### src/rtl/bus_dma_master_pkg.sv
// Shared definitions for the bus DMA master and the bus it drives.
// Holds the bus width constants that the bus interface and slaves reuse, and
// the 3-bit FSM state encoding of the copy engine.
package bus_dma_master_pkg;

  localparam int unsigned ADDR_W = 16;  // bus word-address width
  localparam int unsigned DATA_W = 64;  // bus data width

  typedef enum logic [2:0] {
    ST_IDLE = 3'd0,
    ST_REQ  = 3'd1,
    ST_RD   = 3'd2,
    ST_RDW  = 3'd3,
    ST_WR   = 3'd4,
    ST_DONE = 3'd5
  } state_t;

endpackage

### src/rtl/bus_dma_master_if.sv
// Shared-bus master port.
//   m_req   : request to arbiter          (master -> arbiter)
//   m_wr    : 1 = write cycle, 0 = read   (master -> slave)
//   m_addr  : word address                (master -> slave)
//   m_dout  : write data                  (master -> slave)
//   m_grant : grant from arbiter          (arbiter -> master)
//   m_din   : read data, valid the cycle after the read address
interface bus_dma_master_if;
  import bus_dma_master_pkg::*;

  logic              m_req;
  logic              m_wr;
  logic [ADDR_W-1:0] m_addr;
  logic [DATA_W-1:0] m_dout;
  logic              m_grant;
  logic [DATA_W-1:0] m_din;

  modport master (
    output m_req, m_wr, m_addr, m_dout,
    input  m_grant, m_din
  );

  modport slave (
    input  m_req, m_wr, m_addr, m_dout,
    output m_grant, m_din
  );
endinterface

### src/rtl/bus_dma_master.sv
// Bus DMA master: copies i_len 64-bit words from i_src_addr to i_dst_addr over
// the shared bus using alternating single-word read / write cycles.
//   clk, reset      : clock, asynchronous active-high reset
//   i_start         : one-cycle start pulse, accepted only in IDLE
//   i_src_addr      : first source word address
//   i_dst_addr      : first destination word address
//   i_len           : number of words (0 completes without touching the bus)
//   o_busy          : high from the cycle after an accepted start until IDLE
//   o_done          : one-cycle completion pulse
//   m_bus (master)  : shared-bus master port
// Address/data widths come from the shared package so bus and slaves agree.
module bus_dma_master
  import bus_dma_master_pkg::*;
#(
  parameter int unsigned LEN_W = 8
) (
  input  logic               clk,
  input  logic               reset,
  input  logic               i_start,
  input  logic [ADDR_W-1:0]  i_src_addr,
  input  logic [ADDR_W-1:0]  i_dst_addr,
  input  logic [LEN_W-1:0]   i_len,
  output logic               o_busy,
  output logic               o_done,
  bus_dma_master_if.master   m_bus
);

  state_t            r_state;
  logic [ADDR_W-1:0] r_src;
  logic [ADDR_W-1:0] r_dst;
  logic [LEN_W-1:0]  r_rem;
  logic [DATA_W-1:0] r_data;
  logic [ADDR_W-1:0] r_addr;
  logic              r_req;
  logic              r_wr;
  logic              r_busy;
  logic              r_done;

  // Every output register is loaded with the value belonging to the state
  // being entered, so outputs are pure register values with no path from
  // m_grant or m_din.
  always_ff @(posedge clk or posedge reset) begin
    if (reset) begin
      r_state <= ST_IDLE;
      r_src   <= '0;
      r_dst   <= '0;
      r_rem   <= '0;
      r_data  <= '0;
      r_addr  <= '0;
      r_req   <= 1'b0;
      r_wr    <= 1'b0;
      r_busy  <= 1'b0;
      r_done  <= 1'b0;
    end else begin
      r_done <= 1'b0;
      unique case (r_state)
        ST_IDLE: begin
          if (i_start) begin
            r_busy <= 1'b1;
            if (i_len != '0) begin
              r_src   <= i_src_addr;
              r_dst   <= i_dst_addr;
              r_rem   <= i_len;
              r_req   <= 1'b1;
              r_state <= ST_REQ;
            end else begin
              r_done  <= 1'b1;
              r_state <= ST_DONE;
            end
          end
        end
        ST_REQ: begin
          if (m_bus.m_grant) begin
            r_addr  <= r_src;
            r_state <= ST_RD;
          end
        end
        ST_RD: begin
          r_state <= m_bus.m_grant ? ST_RDW : ST_REQ;
        end
        ST_RDW: begin
          if (m_bus.m_grant) begin
            r_data  <= m_bus.m_din;
            r_wr    <= 1'b1;
            r_addr  <= r_dst;
            r_state <= ST_WR;
          end else begin
            r_state <= ST_REQ;
          end
        end
        ST_WR: begin
          r_wr <= 1'b0;
          if (!m_bus.m_grant) begin
            // Word abandoned: pointers untouched, the same word is re-read.
            r_state <= ST_REQ;
          end else begin
            r_src <= r_src + ADDR_W'(1);
            r_dst <= r_dst + ADDR_W'(1);
            r_rem <= r_rem - LEN_W'(1);
            if (r_rem == LEN_W'(1)) begin
              r_req   <= 1'b0;
              r_done  <= 1'b1;
              r_state <= ST_DONE;
            end else begin
              r_addr  <= r_src + ADDR_W'(1);
              r_state <= ST_RD;
            end
          end
        end
        ST_DONE: begin
          r_busy  <= 1'b0;
          r_state <= ST_IDLE;
        end
        default: begin
          r_req   <= 1'b0;
          r_wr    <= 1'b0;
          r_busy  <= 1'b0;
          r_state <= ST_IDLE;
        end
      endcase
    end
  end

  assign o_busy       = r_busy;
  assign o_done       = r_done;
  assign m_bus.m_req  = r_req;
  assign m_bus.m_wr   = r_wr;
  assign m_bus.m_addr = r_addr;
  assign m_bus.m_dout = r_data;

endmodule

### src/flat_wrapper.sv
// flat-port wrapper written by rule: the top's interface ports become plain ports
module bus_dma_master_flat import bus_dma_master_pkg::*;
#(
  parameter int unsigned LEN_W = 8
)
  (clk, reset, i_start, i_src_addr, i_dst_addr, i_len, o_busy, o_done, m_bus_m_req, m_bus_m_wr, m_bus_m_addr, m_bus_m_dout, m_bus_m_grant, m_bus_m_din);
  bus_dma_master_if m_bus_i ();
  input  logic clk;
  input  logic reset;
  input  logic i_start;
  input  logic [ADDR_W-1:0] i_src_addr;
  input  logic [ADDR_W-1:0] i_dst_addr;
  input  logic [LEN_W-1:0] i_len;
  output logic o_busy;
  output logic o_done;
  output wire logic [$bits(m_bus_i.m_req)-1:0] m_bus_m_req;
  output wire logic [$bits(m_bus_i.m_wr)-1:0] m_bus_m_wr;
  output wire logic [$bits(m_bus_i.m_addr)-1:0] m_bus_m_addr;
  output wire logic [$bits(m_bus_i.m_dout)-1:0] m_bus_m_dout;
  input wire logic [$bits(m_bus_i.m_grant)-1:0] m_bus_m_grant;
  input wire logic [$bits(m_bus_i.m_din)-1:0] m_bus_m_din;
  assign m_bus_m_req = m_bus_i.m_req;
  assign m_bus_m_wr = m_bus_i.m_wr;
  assign m_bus_m_addr = m_bus_i.m_addr;
  assign m_bus_m_dout = m_bus_i.m_dout;
  assign m_bus_i.m_grant = m_bus_m_grant;
  assign m_bus_i.m_din = m_bus_m_din;
  bus_dma_master #(.LEN_W(LEN_W)) u_core (.clk(clk), .reset(reset), .i_start(i_start), .i_src_addr(i_src_addr), .i_dst_addr(i_dst_addr), .i_len(i_len), .o_busy(o_busy), .o_done(o_done), .m_bus(m_bus_i));
endmodule
### config.mk
export PLATFORM = sky130hd
export DESIGN_NAME = bus_dma_master_flat
export DESIGN_NICKNAME = d
export VERILOG_FILES = /design/src/rtl/bus_dma_master_pkg.sv /design/src/rtl/bus_dma_master_if.sv /design/src/rtl/bus_dma_master.sv /design/src/flat_wrapper.sv
export SDC_FILE = /design/constraint.sdc
export NUM_CORES = 1
export LEC_CHECK = 0
export ABC_AREA = 1
export CAP_MARGIN = 0
export CORE_AREA = 5 5 112 140
export DETAILED_ROUTE_END_ITERATION = 7
export DIE_AREA = 0 0 117 145
export GPL_TIMING_DRIVEN = 0
export PLACE_DENSITY = 0.86
export SETUP_SLACK_MARGIN = 0.05
export SLEW_MARGIN = 30
export SYNTH_ARGS = -nofsm -noshare
export SYNTH_HDL_FRONTEND = slang
export SYNTH_SLANG_ARGS = --single-unit
export TNS_END_PERCENT = 10
### constraint.sdc
create_clock -name clk -period 5.77 [get_ports clk]
set_clock_uncertainty 0.2 [all_clocks]
set_input_delay 0.8655 -clock clk [delete_from_list [all_inputs] [get_ports clk]]
set_output_delay 0.8655 -clock clk [all_outputs]
set_load 0.05 [all_outputs]
-- Yosys cells after proc, flatten, opt, wreduce, memory -nomap -nowiden
Cells that the tools add are included.
- register bits after elaboration: 127
- bits in latches: 0
- bits in writable memories: 0
- ROM bits: 0
- input bits: 108
- output and inout bits: 84
- memories: 0
- $add $sub $neg: 3
- $mul: 0
- divide/modulo/power cells: 0
- $lt $le $gt $ge: 0
- equality and inequality tests: 13
- shift-type cells: 0
- mux-type cells: 39
- bitwise operators: 3
- reductions and logical operators: 14
- operator list (kind ; number):
    16-bit two-way mux ; 10
    16-bit case mux with 2 select lines ; 2
    16-bit case mux with 3 select lines ; 1
    16-bit by 1-bit adder with 16-bit output (second input constant) ; 2
    8-bit two-way mux ; 3
    3-bit two-way mux ; 6
    8-bit case mux with 2 select lines ; 1
    3-bit case mux with 5 select lines ; 1
    4-bit OR reduction ; 3
    1-bit two-way mux ; 10
    2-bit inequality test (second input constant) ; 5
    5-bit AND reduction ; 2
    8-bit by 1-bit equality test with 1-bit output (second input constant) ; 1
    2-bit AND reduction ; 4
    8-bit nonzero test ; 1
    8-bit by 1-bit subtractor with 8-bit output (second input constant) ; 1
    3-bit by 2-bit equality test with 1-bit output (second input constant) ; 2
    3-bit equality test (second input constant) ; 2
    1-bit case mux with 2 select lines ; 3
    2-bit by 1-bit inequality test with 1-bit output (second input constant) ; 2
    4-bit AND reduction ; 1
    3-bit by 1-bit equality test with 1-bit output (second input constant) ; 1
    3-bit zero test ; 1
    1-bit inverter ; 3
    other kinds (4) ; 4

-- Depth between registers and ports, before layout
Gate-level depths: netlist of the first run.
- word-level depth: 4
- gate-level depth with buffers: 11
- gate-level depth less buffers: 10

-- Worst setup path before layout of the first run
Ideal clock, no wire load.
- path kind: input -> register
- start: input m_bus_m_grant
- end: register u_core.r_src[10]
- library setup time: 0.122 ns
- arrival: 1.636 ns
- required time: 5.448 ns
- slack: 3.813 ns
- stages on the path: 8
- buffers on the path: 1
- path through: inv_1 -> nand3_2 -> nand3_2 -> nor2_8 -> inv_4 -> buf_6 -> nor2_1 -> a21oi_1
- word-level cells in the longest chain between the ends: 2
- RTL lines (element ; RTL line ; RTL):
    start, declared ; flat_wrapper.sv:20 ; input wire logic [$bits(m_bus_i.m_grant)-1:0] m_bus_m_grant;
    2-bit inequality test (no line) ; n/a ;
    4-bit AND reduction (no line) ; n/a ;
    end signal, assigned ; bus_dma_master.sv:61 ; r_src <= i_src_addr;
    end signal, assigned ; bus_dma_master.sv:97 ; r_src <= r_src + ADDR_W'(1);
    end, declared ; bus_dma_master.sv:29 ; logic [ADDR_W-1:0] r_src;
Every way passes these cells.
A chain may end at the register's enable or synchronous reset.

-- Worst setup path in the final report of the first run
- start: register u_core.r_addr[6], in the netlist u_core.m_bus.m_addr[6]
- end: output m_bus_m_addr[6]
- RTL lines (element ; RTL line ; RTL):
    start, declared ; bus_dma_master.sv:33 ; logic [ADDR_W-1:0] r_addr;
    start signal, assigned ; bus_dma_master.sv:74 ; r_addr <= r_src;
    start signal, assigned ; bus_dma_master.sv:85 ; r_addr <= r_dst;
    start signal, assigned ; bus_dma_master.sv:105 ; r_addr <= r_src + ADDR_W'(1);
    end, declared ; flat_wrapper.sv:18 ; output wire logic [$bits(m_bus_i.m_addr)-1:0] m_bus_m_addr;
No word-level cell between the ends.

==> impl.org, run 1 <==
** Yosys
- In this run the cell area of the synthesized design comes to 0.006666 mm².
- Cell type with the largest total area after synthesis :: dfrtp_1
- Summing the areas of all compound-gate instances in the mapped netlist gives 7.545% of the synthesized area.
- Sequential cells were found to cover 47.67% of the synthesized design area.
- After synthesis, the largest family of logic cells by area is simple AND/OR/NAND/NOR gates.
- The synthesized netlist devotes 23.01% of its cell area to simple gates.
- Syn nets :: 864
- Share of synthesized cell area in full adder, half adder and majority cells :: 0.7508%
- Yosys mapped the design onto 38 distinct sky130hd cell types.
- Proportion of synthesized flip-flops having asynchronous set or reset :: 100.0%
- For this run, the number of Yosys warnings is 0.
- Share of synthesized area spent on multiplexers :: 13.25%
- After technology mapping, the gate count stands at 752.
- Post-synthesis register bit count :: 127
- Syn_area_per_cell :: 8.865 µm²
- After Yosys synthesis, XOR and XNOR cells account for 0.6569% of the synthesized area.
- Ranking of synthesized cells by area :: dfrtp_1 (48%), nand2_1 (11%), mux2_4 (8.6%)
- The most used flip-flop cell after synthesis is dfrtp_1.
- Counting flops with a built-in enable in the synthesized netlist gives 0.
- The top cell type by area accounts for 47.67% of the synthesized area.

** Drt
- Violation count after the first detailed-route iteration :: 440
- The final route contains 5984 vias.
- Residual DRC count :: 0
- After detailed routing, the average wire length per cell comes to 16.45 µm.
- Post-detailed-route count of antenna-violating nets :: 0
- Drt via density :: 5.190
- Aggregate routed wire length :: 18.96 mm
- First-pass iteration count of the detailed router :: 5

** Worst setup path
- The worst setup path is of the register to primary output kind.
- Crit Reg-Reg Endpoint :: u_core.m_bus.m_addr[5]$_DFFE_PP0P_
- Crit-path leading delay family :: buffers and inverters
- Number of buffers and inverters on the critical path :: 1
- Data arrives at the worst endpoint at 1630 ps.
- CP max-delay cell :: clkdlybuf4s50_1
- Required time of the critical path :: 4700 ps
- For flop-to-flop paths, the worst setup slack is 3710 ps.
- Critical path startpoint category :: register
- For the worst flop-to-flop path, the logic depth is 11.
- For this run, the slowest stage of the critical path takes 870 ps.
- CP endpoint kind :: primary output
- Along the worst path, the maximum fanout reaches 2.
- Ordered list of cells on the worst path :: clkdlybuf4s50_1
- In this run the critical register-to-register path is launched from u_core.r_rem[1]$_DFFE_PP0P_.

** CTS
- Clock tree synthesis selected as its root buffer the cell clkbuf_16.
- Post-cts resize count :: 0
- Clock latency reported for the late side of the worst-skew pair :: 420 ps
- Counting every sink on the clock net gives 127.
- Clock-pin slew was measured on the worst setup and hold paths at 50 ps.
- H-tree depth :: 4
- Post CTS Setup Buffer Count :: 0
- The number of clock buffers added by TritonCTS is 17.
- No sink is reached through more buffers than the 2 on the longest clock path.
- Number of hold-repair buffers added at the cts stage :: 0
- CTS tree :: done

** Place
- Weighted congestion at the end of routability-driven global placement :: 0.9291
- At the placement stage, the worst setup path has a slack of 2958 ps.
- Placed Instances :: 1122
- After legalization and detailed placement, the total HPWL measured 14.55 mm.
- In this run the tool buffered the top-level ports with 191 buffer cells.

** Timing
- Setup-failing EPs final :: 0
- Hold violation total from the final report :: 0
- Unrepaired setup endpoints after global routing :: no
- Max frequency :: 370.6 MHz
- The number of pins exceeding their max-slew limit in the final report is 0.
- Setup slack on the critical path of the routed design comes to 3072 ps.
- Measured against its own limit, the worst slew margin works out to 60.07%.
- The final critical path takes up 46.76% of the cycle.
- The worst path needs 2698 ps of the cycle, external delays included.
- Final hold slack :: 274.7 ps
- Worst Tran Pin Value :: 597.1 ps

** Min path
- Number of cells traversed by the worst hold path :: 2
- The worst hold path terminates at u_core.m_bus.m_addr[2]$_DFFE_PP0P_.
- In this run the most critical hold path is launched from u_core.m_bus.m_addr[2]$_DFFE_PP0P_.
- Min-Delay Path Class :: register to register

** Status
- Status :: finished clean

** Cells and area
- Relative to the synthesized area, the layout overhead comes to 40.80%.
- Fraction of layout instances using a drive strength above 1 :: 14.36%
- Post-route insts no fill :: 1153
- Cells fill 65.99% of the core in the end.
- After the last flow step, the layout net total stands at 1075.
- 0 antenna diodes ended up in the layout.

** Global routing
- Residual overflow from global routing :: 0
- Overall routing resource usage :: 22.29%
- For this run, global-route usage on met2 was measured as 37.87%.
- Number of global-route vias before repair :: 5860
- The first global-routing pass estimated 29.53 mm of wire.
- Met1 Track Usage GR :: 25.76%
- Antenna violations before repair :: 0
- The layer flagged by global routing as most heavily used is met2.
- Maximum number of pins on one net before global-route repair :: 68
- In the global route stage, met3 resource usage came out at 6.747%.

** Floorplanning
- From bottom edge to top edge, the die measures 145 µm.
- During I/O placement, the number of pins put on the boundary was 192.
- Die footprint :: 0.01697 mm²
- From left edge to right edge, the die measures 117 µm.
- Initial standard-cell utilization of the core :: 46.87%
- Core Area :: 0.01422 mm²
- After floorplanning, the core was divided into 49 placement rows.

** Power
- Static leakage :: 0.004418 µW
- Maximum resistive drop on vdd :: 485.5 µV
- Power spread over the standard cell area amounts to 620.8 mW/mm².

** Run
- The tool flagged a number of max-cap violations equal to 0.
-- layout by cell type (no fill, tap or decap), types with 3 or more instances in the layout --
master and n:
nor3_1 7, inv_1 65, xor2_1 5, clkinv_2 4
nand4_1 10, buf_4 4, clkbuf_16 17, or2_2 3
mux2_2 26, nand2_1 192, nor2_1 81, o21ai_0 54
clkinvlp_4 3, o21ai_1 8, dfrtp_1 127, buf_2 11
ha_1 4, o211ai_1 4, nand3_1 45, nand3b_1 3
clkdlybuf4s50_1 191, inv_2 4, mux2_4 38, nand3_2 3
a21oi_1 24, clkbuf_1 4, buf_6 10, or2_1 3
-- through the flow --
stage	setup TNS (ps)	instance area (µm²)	total power [µW]
2_1_floorplan	0	6666	3807
3_3_place_gp	-57960	8801	4762
3_5_place_dp	0	8836	4842
4_1_cts	0	9387	5860
5_1_grt	0	9387	6159
6_report	0	9387	5827
-- synth_stat cells, types with 5 or more instances --
library cell  count
a21oi_1          24
buf_2            11
buf_6            10
dfrtp_1         127
inv_1            66
mux2_2           26
mux2_4           38
nand2_1         192
nand3_1          45
nand4_1          10
nor2_1           81
nor3_1            7
o21ai_0          54
o21ai_1           8
xor2_1            5
-- registers in the layout, summed over array words and instances (netlist names) --
register	count
u_core.o_done	1
u_core.m_bus.m_req	1
u_core.r_src	16
u_core.m_bus.m_wr	1
u_core.o_busy	1
u_core.r_dst	16
u_core.m_bus.m_addr	16
u_core.r_rem	8
u_core.m_bus.m_dout	64
u_core.r_state	3
-- cells by family (layout without fill, tap and decap cells) --
kind of cell	count (synthesis)	in the layout
fa+ha+maj	4	4
buf+inv	98	321
compound gates	96	96
simple gates	356	356
xor+xnor	5	5
mux	66	66
flops	127	127
-- where the power goes --
part           leakage [µW]  switching, µW  internal [µW]  total [µW]
logic               0.00263           1980           1200        3180
clock network      0.000265            386            610         996
registers           0.00152            320           1330        1650
total               0.00442           2680           3140        5830
-- per-layer routing --
metal / share of wire [%] / wire (µm)
met2: 50 / 9430
met3: 9.8 / 1850
met1: 38 / 7227
met5: 0 / 0
met4: 2.4 / 456
-- worst max path at each step --
| stage | start | endpoint | slack (ps) | depth (start not counted) |
|---|---|---|---|---|
| 2_1_floorplan | reset | u_core.m_bus.m_addr[0]$_DFFE_PP0P_ | 1320 | 1 |
| 3_3_place_gp | reset | u_core.m_bus.m_addr[15]$_DFFE_PP0P_ | -460 | 2 |
| 3_5_place_dp | m_bus_m_grant | u_core.r_src[10]$_DFFE_PP0P_ | 2960 | 9 |
| 4_1_cts | u_core.m_bus.m_addr[8]$_DFFE_PP0P_ | m_bus_m_addr[8] | 3040 | 1 |
| 5_1_grt | u_core.m_bus.m_addr[8]$_DFFE_PP0P_ | m_bus_m_addr[8] | 3010 | 1 |
| 6_report | u_core.m_bus.m_addr[6]$_DFFE_PP0P_ | m_bus_m_addr[6] | 3070 | 1 |
-- area by class of cell --
| type | count | area (µm²) |
|---|---|---|
| multi-input combinational | 527 | 3014 |
| tap | 178 | 222.7 |
| clock buffer | 21 | 460.4 |
| timing repair buffer | 192 | 1939 |
| fill | 1099 | 4837 |
| clock inverter | 10 | 90.09 |
| inverter | 71 | 276.5 |
| buffer | 27 | 205.2 |
| sequential | 127 | 3178 |
Note: power is estimated with default switching activity, not from simulation.
==> inputs of run 2 (changes only) <==
Clock period 5.77 ns to 2.7 ns, I/O delays scaled along.
==> impl.org, run 2 (synthesis results as in run 1) <==
** Status
- Status :: finished clean

** Cells and area
- Most frequent cells in the layout :: nand2_1 (192), clkdlybuf4s50_1 (191), dfrtp_1 (127)
- Fraction of layout instances using a drive strength above 1 :: 14.98%
- Area grow syn2layout :: 43.47%
- Layout filler cell count :: 1096
- Most common cell after layout, fill and taps aside :: nand2_1
- Post-Route Utilization :: 67.24%
- Leaving out filler cells and counting taps, the final layout contains 1159.
- Diode insertion count for antenna repair :: 0
- The finished cells cover 0.009564 mm².
- The register with the most flip-flops in the layout has 64 of them.
- Final Net Count :: 1080

** Run
- Max-capacitance violation count :: 0

** Floorplanning
- The core region is 0.01422 mm².
- Measured along the x axis, the die boundary spans 117 µm.
- The die is 145 µm tall.
- Initial standard-cell utilization of the core :: 46.87%
- Ports placed on the boundary :: 192
- Row generation in the floorplan step produced 49 rows.
- The die covers 0.01697 mm².

** Timing
- Setup-failing EPs final :: 0
- Worst Tran Pin Value :: 622.5 ps
- The count of endpoints failing hold in the final timing report came to 0.
- The number of pins exceeding their max-slew limit in the final report was 0.
- Max frequency :: 444.3 MHz
- Final critical-path required period :: 2251 ps
- Accumulated negative setup slack :: 0 ps
- Dividing the final minimum period by the clock period gives 83.35%.
- Worst relative slew slack :: 58.50%
- Unrepaired setup endpoints after global routing :: no

** Min path
- The min-delay analysis places its worst path in the category primary input to asynchronous set/reset pin.

** Power
- Ratio of total power to cell area :: 1333 mW/mm²
- The worst-case IR drop observed on VDD is 1016 µV.
- Overall Power :: 12750 µW
- The analysis attributes to cell leakage a power of 0.004494 µW.

** CTS
- For the worst-skew pair, the clock arrives at the later sink with an insertion delay of 420 ps.
- The tree is rooted in a clkbuf_16.
- Post-CTS repair changed the size of 0 cells.
- Number of CTS-inserted buffers :: 17
- H-tree depth :: 4
- Clock-pin slew was measured on the worst setup and hold paths at 60 ps.
- Buffer levels on the longest clock path :: 2
- Post CTS Setup Buffer Count :: 0
- In this run, post-CTS hold repair placed 0 buffers.
- CTS tree :: done
- Num Clock Sinks :: 127

** Global routing
- For this run, the total global-route usage over all layers was measured as 23.77%.
- Maximum number of pins on one net before global-route repair :: 26
- The first global-routing pass estimated 31.35 mm of wire.
- For this run the aggregate overflow at the end of global routing stands at 0.
- The via count of the first global-routing pass came to 5955.
- Antenna violations before repair :: 0

** Drt
- For this run, design rule violations remaining after detail routing come to 0.
- The first routing iteration left 474 violations.
- Drt via density :: 5.193
- Aggregate routed wire length :: 20.19 mm
- Once detail routing completed, the nets flagged for antenna violations numbered 0.
- Routed vias :: 6019
- First-pass iteration count of the detailed router :: 5
- Routed length per instance :: 17.42 µm

** Worst setup path
- CP max-delay cell :: clkdlybuf4s50_1
- Crit Path Class :: register to primary output
- Required time of the critical path :: 2100 ps
- On the worst path, the slowest cell contributes a delay of 830 ps.
- Crit-path leading delay family :: buffers and inverters
- CP arrival :: 1650 ps
- STA classifies the critical path endpoint as a primary output.
- Critical path startpoint category :: register
- Launch point of the worst reg-to-reg path :: u_core.r_rem[1]$_DFFE_PP0P_
- Worst-path maximum fanout :: 2
- Number of buffers and inverters on the critical path :: 1
- The critical path starts at u_core.m_bus.m_dout[58]$_DFFE_PP0N_.
- The critical path goes through clkdlybuf4s50_1.

** Place
- Quantity of I/O buffers inserted on ports :: 191
- Routability-driven placement finished with a final weighted congestion of 0.9391.
- Post-DP Area :: 0.008962 mm²
- Counting tap cells, the placed design contains a total of 1127 instances.
- Detailed placement HPWL :: 15.49 mm
run 2: changes by cell type in the layout (fill, tap and decap cells not counted), sizes merged:
cell	delta
buf	+5
clkinv	-2
bufinv	+1
clkinvlp	+1
inv	+1
run 2: through the flow:
step	hold slack [ps]	worst slack (ps)
4_1_cts	102.5	417.6
3_3_place_gp	259.2	-655.1
2_1_floorplan	242.2	527.7
6_report	111.8	449.5
3_5_place_dp	276.2	359.5
5_1_grt	129.4	392.6
run 2: final timing paths:
check / end / slack (ps) / depth (start not counted)
worst max-delay path: m_bus_m_dout[58] / 450 / 1
worst min-delay path: u_core.m_bus.m_dout[12]$_DFFE_PP0N_ / 110 / 2
worst max register to register: u_core.m_bus.m_addr[5]$_DFFE_PP0P_ / 570 / 11
worst min register to register: u_core.m_bus.m_addr[0]$_DFFE_PP0P_ / 290 / 2
max in group asynchronous: u_core.m_bus.m_addr[10]$_DFFE_PP0P_ / 1220 / 6
min in group clk: u_core.m_bus.m_addr[0]$_DFFE_PP0P_ / 290 / 2
run 2: layer usage:
layer | vias to the layer above | global-route usage, % | share of wire, %
li1 | 2886 | - | -
met1 | 2759 | 27.23 | 37
met2 | 316 | 40.75 | 49
met3 | 58 | 7.830 | 10
met4 | 0 | 8.663 | 3.2
met5 | - | 0 | 0
run 2: layout make-up:
type	count	area, µm²	area share (%)
Buffer	27	205.2	2.145
Tap cell	178	222.7	2.329
Timing Repair Buffer	197	2069	21.64
Sequential cell	127	3178	33.23
Clock inverter	11	131.4	1.374
Clock buffer	21	470.5	4.919
Multi-Input combinational cell	527	3014	31.51
Inverter	71	272.8	2.852
run 2: power by group:
group / leakage [µW] / internal, µW / switching, µW
Clock: 0.000286 / 1440 / 874
Sequential: 0.00152 / 2850 / 714
Combinational: 0.00268 / 2590 / 4280
Total: 0.00449 / 6880 / 5870
==> inputs of run 3 (changes only) <==
Settings changed: CORE_AREA 5 5 112 140 to 5 5 117 146, DIE_AREA 0 0 117 145 to 0 0 122 151, PLACE_DENSITY 0.86 to 0.84.
Clock period 2.7 ns to 1.8 ns, I/O delays scaled along.
==> impl.org, run 3 (synthesis results as in run 1) <==
** Timing
- At the pin with the least slew margin, the transition time is 492.1 ps.
- Smallest setup slack after layout :: -95.30 ps
- Accumulated negative setup slack :: -1025 ps
- Crit share post-route :: 105.3%
- Unrepaired setup endpoints after global routing :: yes
- The number of pins exceeding their max-slew limit in the final report is 0.
- Timing would allow up to 527.6 MHz.
- The count of endpoints failing hold in the final timing report was 0.
- Headroom to the max-slew limit came out at 67.32%.
- Setup violations remaining at the end of the flow were counted as 42.
- After layout, the minimum clock period comes to 1895 ps.

** Status
- The final reports fail on negative setup slack.
- The run finished, with violations left.

** CTS
- The clock drives 127 sinks.
- CTS built an H-tree with a depth of 4.
- Clock latency reported for the late side of the worst-skew pair :: 420 ps
- Clock transition at the register clock pins on the worst setup and hold paths after CTS :: 60 ps
- The tree is rooted in a clkbuf_16.
- No sink is reached through more buffers than the 2 on the longest clock path.
- The number of clock buffers added by TritonCTS is 17.
- CTS tree :: done

** Power
- Design internal power :: 11090 µW
- Combinational share of power :: 54.6%
- In this run, flip-flops and latches consume 26.5% of the power.
- Clock network fraction of design power :: 18.9%
- Summed over all nets, the switching power comes to 9295 µW.
- Summed over all cells, the static leakage comes to 0.004822 µW.
- Switching share of power :: 45.59%
- IR analysis of the VDD net gives a maximum drop of 1021 µV.
- Ratio of total power to cell area :: 1972 mW/mm²

** Drt
- Residual DRC count :: 0
- Post-detailed-route count of antenna-violating nets :: 0
- Dividing the detail-routed via count by the number of cells gives 5.117.
- In the final routed layout, each cell accounts on average for 17.26 µm.
- Wires add up to 21.01 mm.
- The pre-antenna-repair detailed-routing pass consisted of 6 iterations.
- The detailed router finished its first iteration with 522 violations.
- Detailed routing inserted a total of 6227 vias.

** Floorplanning
- Die X-Extent :: 122 µm
- Initial standard-cell utilization of the core :: 42.99%
- 192 I/O pins were placed.
- Die Y-Extent :: 151 µm
- The core region is 0.01551 mm².
- Die footprint :: 0.01842 mm²
- Placement row count :: 51

** Global routing
- The via count of the first global-routing pass came to 6108.
- Entering global routing, the biggest net connects 30 pins.
- The first global-routing pass estimated 31.44 mm of wire.
- Residual overflow from global routing :: 0
- Global routing used 22.06% of the available tracks.
- Antenna violations before repair :: 0

** Cells and area
- The post-route netlist has 30.35% of its cells at a drive strength greater than 1.
- Max reg flops :: 64
- The layout has 1179 filler cells.
- Registers take 0.003181 mm².
- Area grow syn2layout :: 55.10%
- After routing the design area is 0.01034 mm².
- Diode insertion count for antenna repair :: 0
- The net count of the finished layout is 1104.
- Area of the multi-input gates :: 0.003239 mm²
- The library cell used most frequently in the layout, excluding fill and tap cells, is nand2_1.
- Most frequent cells in the layout :: nand2_1 (175), dfrtp_1 (125), clkdlybuf4s50_1 (106)

** Worst setup path
- Along the worst path, the maximum fanout reaches 5.
- Required time of the critical path :: 1920 ps
- CP arrival :: 2020 ps
- The worst setup path is launched from a register.
- CP endpoint kind :: register
- The worst setup path is of the register to register kind.

** Place
- Post-DP Area :: 0.008962 mm²
- Detailed placement ended at an HPWL of 15.31 mm.
- Buffers placed on the I/O ports in this run total 191.
- At the end of routability-driven placement, the weighted congestion stood at 0.9297.

** Run
- The tool flagged a number of max-cap violations equal to 0.

** Min path
- Min-Delay Path Class :: primary input to register
==> run 3: final cells by class <==
class | instances | share of cell area, %
well taps | 212 | 2.565
clock inverters | 12 | 1.997
clock buffers | 20 | 4.417
repair buffers | 221 | 22.85
plain buffers | 27 | 3.158
multi-input cells | 527 | 31.33
flip-flops and latches | 127 | 30.76
inverters | 71 | 2.928
==> run 3: what timing repair did <==
item,4_1_cts,5_1_grt
setup endpoints to repair,208,119
pin swaps,9,19
gates resized for setup,281,105
cloned,1,2
setup buffers,11,13
hold buffers,1,0
hold endpoints to repair,4,0
==> run 3: worst max-delay path: stages (launching register included) <==
cell,delay [ps]
dfrtp_1,410
nor2_1,290
nand3_2,220
nand2_2,150
nand2_4,60
buf_6,140
or2_1,220
nand2_1,70
inv_1,30
==> run 3: power groups by stage <==
stage	clock, µW	combinational [µW]	sequential (µW)
6_report	3860	11100	5400
3_5_place_dp	0	10200	5340
4_1_cts	3910	10400	5330
3_3_place_gp	0	10100	5250
5_1_grt	4040	11800	5580
2_1_floorplan	0	3820	8390
==> run 3: metal layers <==
layer	share of wire (%)	up-vias	global-route usage (%)
li1	-	2937	-
met1	38	2919	25.21
met2	51	330	39.33
met3	9.2	41	5.715
met4	2.2	0	8.576
met5	0	-	0
==> run 3: stage by stage <==
step / worst slack [ps] / hold WS (ps) / std cells / power [µW] / util [%]
CTS: -68.52 / 217.0 / 1205 / 19600 / 64.00
finish: -95.30 / 92.91 / 1217 / 20390 / 66.68
floorplan: -237.3 / 179.6 / 752 / 12200 / -
detailed placement: -475.2 / 263.7 / 1160 / 15580 / 57.80
global route: -167.9 / 154.1 / 1217 / 21410 / 66.68
global placement: -1428 / 259.5 / 1155 / 15300 / 57.06
==> run 3: final timing paths <==
path | from | cells past startpoint | endpoint | slack (ps)
worst max register to register | u_core.r_rem[2]$_DFFE_PP0P_ | 8 | u_core.m_bus.m_addr[8]$_DFFE_PP0P_ | -100
worst max-delay path | u_core.r_rem[2]$_DFFE_PP0P_ | 8 | u_core.m_bus.m_addr[8]$_DFFE_PP0P_ | -100
min in group asynchronous | reset | 3 | u_core.m_bus.m_dout[27]$_DFFE_PP0N_ | 480
worst min-delay path | m_bus_m_grant | 3 | u_core.o_done$_DFF_PP0_ | 90
max in group asynchronous | reset | 5 | u_core.r_state[2]$_DFFE_PP0P_ | 300
worst min register to register | u_core.r_rem[6]$_DFFE_PP0P_ | 2 | u_core.r_rem[6]$_DFFE_PP0P_ | 270
